`src/rtl/i2s_tx.sv`:
```
// i2s_tx: I2S master transmitter driving a stereo DAC.
// Generates scki (clk/2), bck and lrck from clk. It serialises left/right
// sample pairs MSB first, with the standard one-bck delay after each lrck edge.
// Upstream delivers pairs through a valid/ready handshake into a one-pair
// holding register. At each frame boundary the held pair moves to the active
// registers, which the serialiser reads throughout the following frame.
// Optional build macro: I2S_TX_UNDERRUN_HOLD_EN. When it is defined, an
// underrun retransmits the previous pair. When it is undefined, an underrun
// sends silence.
module i2s_tx #(
   parameter int WIDTH   = 24,
   parameter int BCK_DIV = 4,
   parameter int SLOT    = 32
) (
   input  logic             clk,
   input  logic             reset,
   input  logic [WIDTH-1:0] left,
   input  logic [WIDTH-1:0] right,
   input  logic             in_valid,
   output logic             in_ready,
   output logic             scki,
   output logic             bck,
   output logic             lrck,
   output logic             dout,
   output logic             frame_start,
   output logic             underrun,
   input  logic             clr_underrun
);

   localparam int DW = (BCK_DIV > 2) ? $clog2(BCK_DIV) : 1;
   localparam int BW = $clog2(2 * SLOT);
   localparam int IW = (WIDTH > 2) ? $clog2(WIDTH) : 1;

   logic [DW-1:0]    divcnt, divcnt_nxt;
   logic [BW-1:0]    bitcnt, bitcnt_nxt, pos;
   logic             wrap, frame_end, boundary, chan_r, dout_nxt, underrun_set;
   logic [WIDTH-1:0] hold_l, hold_r, act_l, act_r, sample;
   logic [IW-1:0]    idx;

   assign wrap       = (divcnt == DW'(BCK_DIV - 1));
   assign divcnt_nxt = wrap ? '0 : divcnt + 1'b1;
   assign frame_end  = (bitcnt == BW'(2 * SLOT - 1));
   assign boundary   = wrap & frame_end;
   assign bitcnt_nxt = frame_end ? '0 : bitcnt + 1'b1;
   // A frame boundary with nothing held and nothing offered is an underrun.
   // in_ready doubles as the "holding empty" flag.
   assign underrun_set = boundary & in_ready & ~in_valid;

   // Channel and slot position of the bit that goes out after this wrap
   always_comb begin
      chan_r   = (bitcnt_nxt >= BW'(SLOT));
      pos      = chan_r ? bitcnt_nxt - BW'(SLOT) : bitcnt_nxt;
      sample   = chan_r ? act_r : act_l;
      idx      = IW'(WIDTH - int'(pos));
      dout_nxt = 1'b0;
      if (pos != '0 && pos <= BW'(WIDTH))
         dout_nxt = sample[idx];
   end

   // Clock generation: scki toggles each clk, bck is derived from divcnt
   always_ff @(posedge clk or posedge reset) begin
      if (reset) begin
         scki   <= 1'b0;
         divcnt <= '0;
         bck    <= 1'b0;
      end else begin
         scki   <= ~scki;
         divcnt <= divcnt_nxt;
         bck    <= (divcnt_nxt >= DW'(BCK_DIV / 2));
      end
   end

   // Bit position, word select and serial data advance on bck falling
   always_ff @(posedge clk or posedge reset) begin
      if (reset) begin
         bitcnt      <= '0;
         lrck        <= 1'b0;
         dout        <= 1'b0;
         frame_start <= 1'b0;
      end else begin
         frame_start <= boundary;
         if (wrap) begin
            bitcnt <= bitcnt_nxt;
            lrck   <= chan_r;
            dout   <= dout_nxt;
         end
      end
   end

   // Handshake into the holding register and frame-boundary transfer to active
   always_ff @(posedge clk or posedge reset) begin
      if (reset) begin
         in_ready <= 1'b1;
         hold_l   <= '0;
         hold_r   <= '0;
         act_l    <= '0;
         act_r    <= '0;
      end else if (boundary) begin
         if (!in_ready) begin
            act_l    <= hold_l;
            act_r    <= hold_r;
            in_ready <= 1'b1;
         end else if (in_valid) begin
            // Holding is empty: the offered pair goes straight to active
            act_l <= left;
            act_r <= right;
         end else begin
`ifdef I2S_TX_UNDERRUN_HOLD_EN
            // Keep the previous pair so that it is retransmitted
            act_l <= act_l;
            act_r <= act_r;
`else
            act_l <= '0;
            act_r <= '0;
`endif
         end
      end else if (in_valid && in_ready) begin
         hold_l   <= left;
         hold_r   <= right;
         in_ready <= 1'b0;
      end
   end

   // Sticky underrun flag; a new underrun wins over a clear in the same cycle
   always_ff @(posedge clk or posedge reset) begin
      if (reset)
         underrun <= 1'b0;
      else if (underrun_set)
         underrun <= 1'b1;
      else if (clr_underrun)
         underrun <= 1'b0;
   end

endmodule
```
`config.mk`:
```
export PLATFORM = sky130hd
export DESIGN_NAME = i2s_tx
export DESIGN_NICKNAME = d
export VERILOG_FILES = /design/src/rtl/i2s_tx.sv
export SDC_FILE = /design/constraint.sdc
export NUM_CORES = 1
export LEC_CHECK = 0
export CAP_MARGIN = 20
export CORE_UTILIZATION = 49
export CTS_BUF_LIST = sky130_fd_sc_hd__clkbuf_4
export DETAILED_ROUTE_END_ITERATION = 8
export GPL_TIMING_DRIVEN = 0
export PLACE_DENSITY = 0.74
export SLEW_MARGIN = 20
export SYNTH_ARGS = -nofsm -noshare
export SYNTH_HDL_FRONTEND = slang
export SYNTH_SLANG_ARGS = --single-unit
```
`constraint.sdc`:
```
create_clock -name clk -period 3.9 [get_ports clk]
set_input_delay 0.975 -clock clk [delete_from_list [all_inputs] [get_ports clk]]
set_output_delay 0.975 -clock clk [all_outputs]
set_load 0.005 [all_outputs]
```
==> results.md <==
* Cell Count Post-Placement at 718
* Power, Total at between 0.0015 and 0.002 W
* Sequential-to-total area share from yosys stat at 51.3%
* Crit path max fanout at 10
* Grt ovf at 0
* Required @ worst endpoint at 4.29 ns
* Fin nets at 647
* Io pins at 59
* Slew HR at 58.0%
* Final setup fails at 0
* Gate Count Post-Synth at 524
* Synth area leaders: dfrtp_1 51%, mux2_1 10%, a21oi_1 6.2%
* HP Class: reg2reg
* Clock power frac at 26.6%
* Worst r2r path cells at 8
* Type of the worst setup path: reg2reg
* Synth top cells by count: 109 x dfrtp_1, 66 x a21oi_1, 59 x nor2_1, 49 x nor2b_1, 48 x mux2_1
* Max-Cap Viols at 0
* Worst r2r src: bitcnt[1]
* Drt total wl at 13400 µm
* RSZ-0062 raised after global routing: no
* Sequential Power Share at between 60% and 70%
* Sw Ratio at 25.7%
* Outcome: finished clean
* Clock buffer depth at 2
* Buffers on Ports at 57
* GR Util All Layers at between 20 and 30%
* Number of global-route vias before repair at 4293
* Syn Std Cell Area at 0.00537 mm²
* Share of cells above drive strength 1 at 6.52%
* Syn nets at 578
* Ant. Diodes at 0
* Slew at the pin closest to its max-slew limit at 0.629 ns
* Reg2reg end: dout
* Final std cells w/o fill at 734
* Cell-internal power at 0.00146 W
* Drt first pass iters at 6
* Clock Tree Root: clkbuf_4
* Die width at 107 µm
* Antenna Nets Post-Route at 0
* Crit path to: dout
* Hold_buf cts at 0
* Worst Setup End Kind: register
* Hold_ws at 0.425 ns
* Wire per inst at 18.2 µm
* Most frequent cell after synthesis: dfrtp_1
* Clock Pin Slew Worst Setup and Hold Paths at 0.16 ns
* Warnings, synthesis at 0
* Worst EP arrival at 3.22 ns
* Clk Latency, worst-skew pair at 0.49 ns
* Setup TNS at 0 ns
* Cell type with the highest aggregate area in the netlist: dfrtp_1
* Async set-reset flop share out of synthesis at 100%
* Chip height at between 100 and 150 µm
* Routed vias at 4259
* Initial core utilization at 51.3%
* Yosys top cell area share at 50.8%
* Core area at 0.0105 mm²
* Std cell rows at 37
* Leak Pwr at 2.46 nW
* P&R area growth vs syn at 16.5%
* Minimum clock period at 2.83 ns
* Clk sink count at 110
* Remaining DRCs at 0
* H-tree levels at 3
* Setup Fix Bufs, Post-CTS at 0
* Number of CTS-inserted buffers at 9
* #FFs+latches synth at 110
* Net Sw Power at around 0.00050 W
* Slew Viols, Final at 0
* Maximum VDD drop at 0.000182 V
* Pwr per Cell Area at ~310 mW/mm²
* Gate power share at 11.1%
* Synth cell types at 56
* CTS tree: yes
* DP Wirelength at 9810 µm
* Crit start category: register
* Die area at between 0.01 and 0.015 mm²
* Post-synth EDFFs at 0
* Fin crit share at 72.5%
* Initial antenna violation count at 0
* Pin count of the biggest net entering global routing at 82
* Syn Area/Cell at 10.2 µm²
* First-pass GRT wire length at between 20000 and 25000 µm
* Skew final at 0.0248 ns
* Final Hold Fails at 0
* Final Wtd Congestion at about 0.9
* Iter 0 DRT Violations at about 260
* Worst Setup SP: bitcnt[1]
* Number of gates resized after CTS at 0
* Highest achievable clock rate at 0.354 GHz
* Synth Flop Type: dfrtp_1
* Via/cell ratio at roughly 5.8
* R2r setup slk at around 1.1 ns
==> cells in the final DEF, fill, tap and decap left out, types with 4 or more instances in the layout <==
cell             synthesis  routed
dfrtp_1                109     109
buf_1                    7       7
a21oi_1                 66      66
nand2_1                 22      22
clkbuf_1                24      24
mux2i_1                  6       6
a31oi_1                 43      43
nor2b_1                 49      49
nor2_1                  59      59
nand3_1                  4       4
inv_1                    5       4
a221oi_1                 6       6
mux2_1                  48      48
clkdlybuf4s50_1          0      57
o21ai_0                  5       5
buf_2                    5       5
clkbuf_4                 0      10
==> cell type report <==
| type | instances | area, µm² |
|---|---|---|
| Clock buffer | 10 | 75.1 |
| Buffer | 39 | 164 |
| Multi-Input combinational cell | 368 | 2430 |
| Tap cell | 136 | 170 |
| Inverter | 7 | 31.3 |
| Timing Repair Buffer | 58 | 598 |
| Clock inverter | 6 | 38.8 |
| Sequential cell | 110 | 2750 |
| Fill cell | 950 | 4210 |
==> layer usage <==
metal  up-vias  global-route usage (%)  part of all wire (%)
met4         0                    6.75                   1.5
li1       2016                       -                     -
met2        73                    41.6                    50
met3        16                    4.44                   3.5
met1      2154                    34.5                    45
met5         -                       0                     0
==> flip-flops by register name, summed over array words and instances (netlist names) <==
signal,cells
act_l,24
act_r,24
hold_l,24
hold_r,24
bitcnt,6
bck,1
divcnt,1
dout,1
frame_start,1
in_ready,1
lrck,1
scki,1
underrun,1
==> metrics by stage <==
| stage | worst slack [ns] | util, % | instance area [µm²] |
|---|---|---|---|
| global route | 0.934 | 59.8 | 6260 |
| detailed placement | 0.713 | 58.7 | 6140 |
| CTS | 1.09 | 59.8 | 6260 |
| finish | 1.07 | 59.8 | 6260 |
| floorplan | 0.0244 | - | 5370 |
| global placement | -1.41 | 58.4 | 6110 |
==> cell families after synthesis <==
kind of cell	after synthesis	synth area share, %
flops	110	51.3
simple gates	155	14.5
mux	56	11.8
compound gates	151	17.8
buf+inv	46	3.54
fa+ha+maj	2	0.466
xor+xnor	4	0.652
==> how the worst min path moves through the flow <==
stage / from / endpoint / slack [ns] / cells past startpoint
2_1_floorplan: divcnt[0] / divcnt[0] / 0.40 / 1
3_3_place_gp: scki / scki / 0.40 / 1
3_5_place_dp: scki / scki / 0.41 / 1
4_1_cts: scki / scki / 0.43 / 1
5_1_grt: scki / scki / 0.47 / 1
6_report: scki / scki / 0.43 / 1
==> worst max-delay path: stages (launching register included) <==
cell       delay [ns]
dfrtp_1          0.48
ha_1             0.24
and4_1           0.27
a21oi_2          0.43
nor2_1           0.21
a221o_1          0.38
a221oi_1         0.30
a2111oi_2        0.10
o41ai_2          0.33
==> power groups by stage <==
stage | combinational, W | clock (W) | sequential, W
floorplan | 0.000127 | 0 | 0.00123
global placement | 0.000208 | 0 | 0.00124
detailed placement | 0.000220 | 0 | 0.00124
CTS | 0.000221 | 0.000532 | 0.00122
global route | 0.000241 | 0.000578 | 0.00123
finish | 0.000217 | 0.000521 | 0.00122
Power figures use the tool's default switching activity.
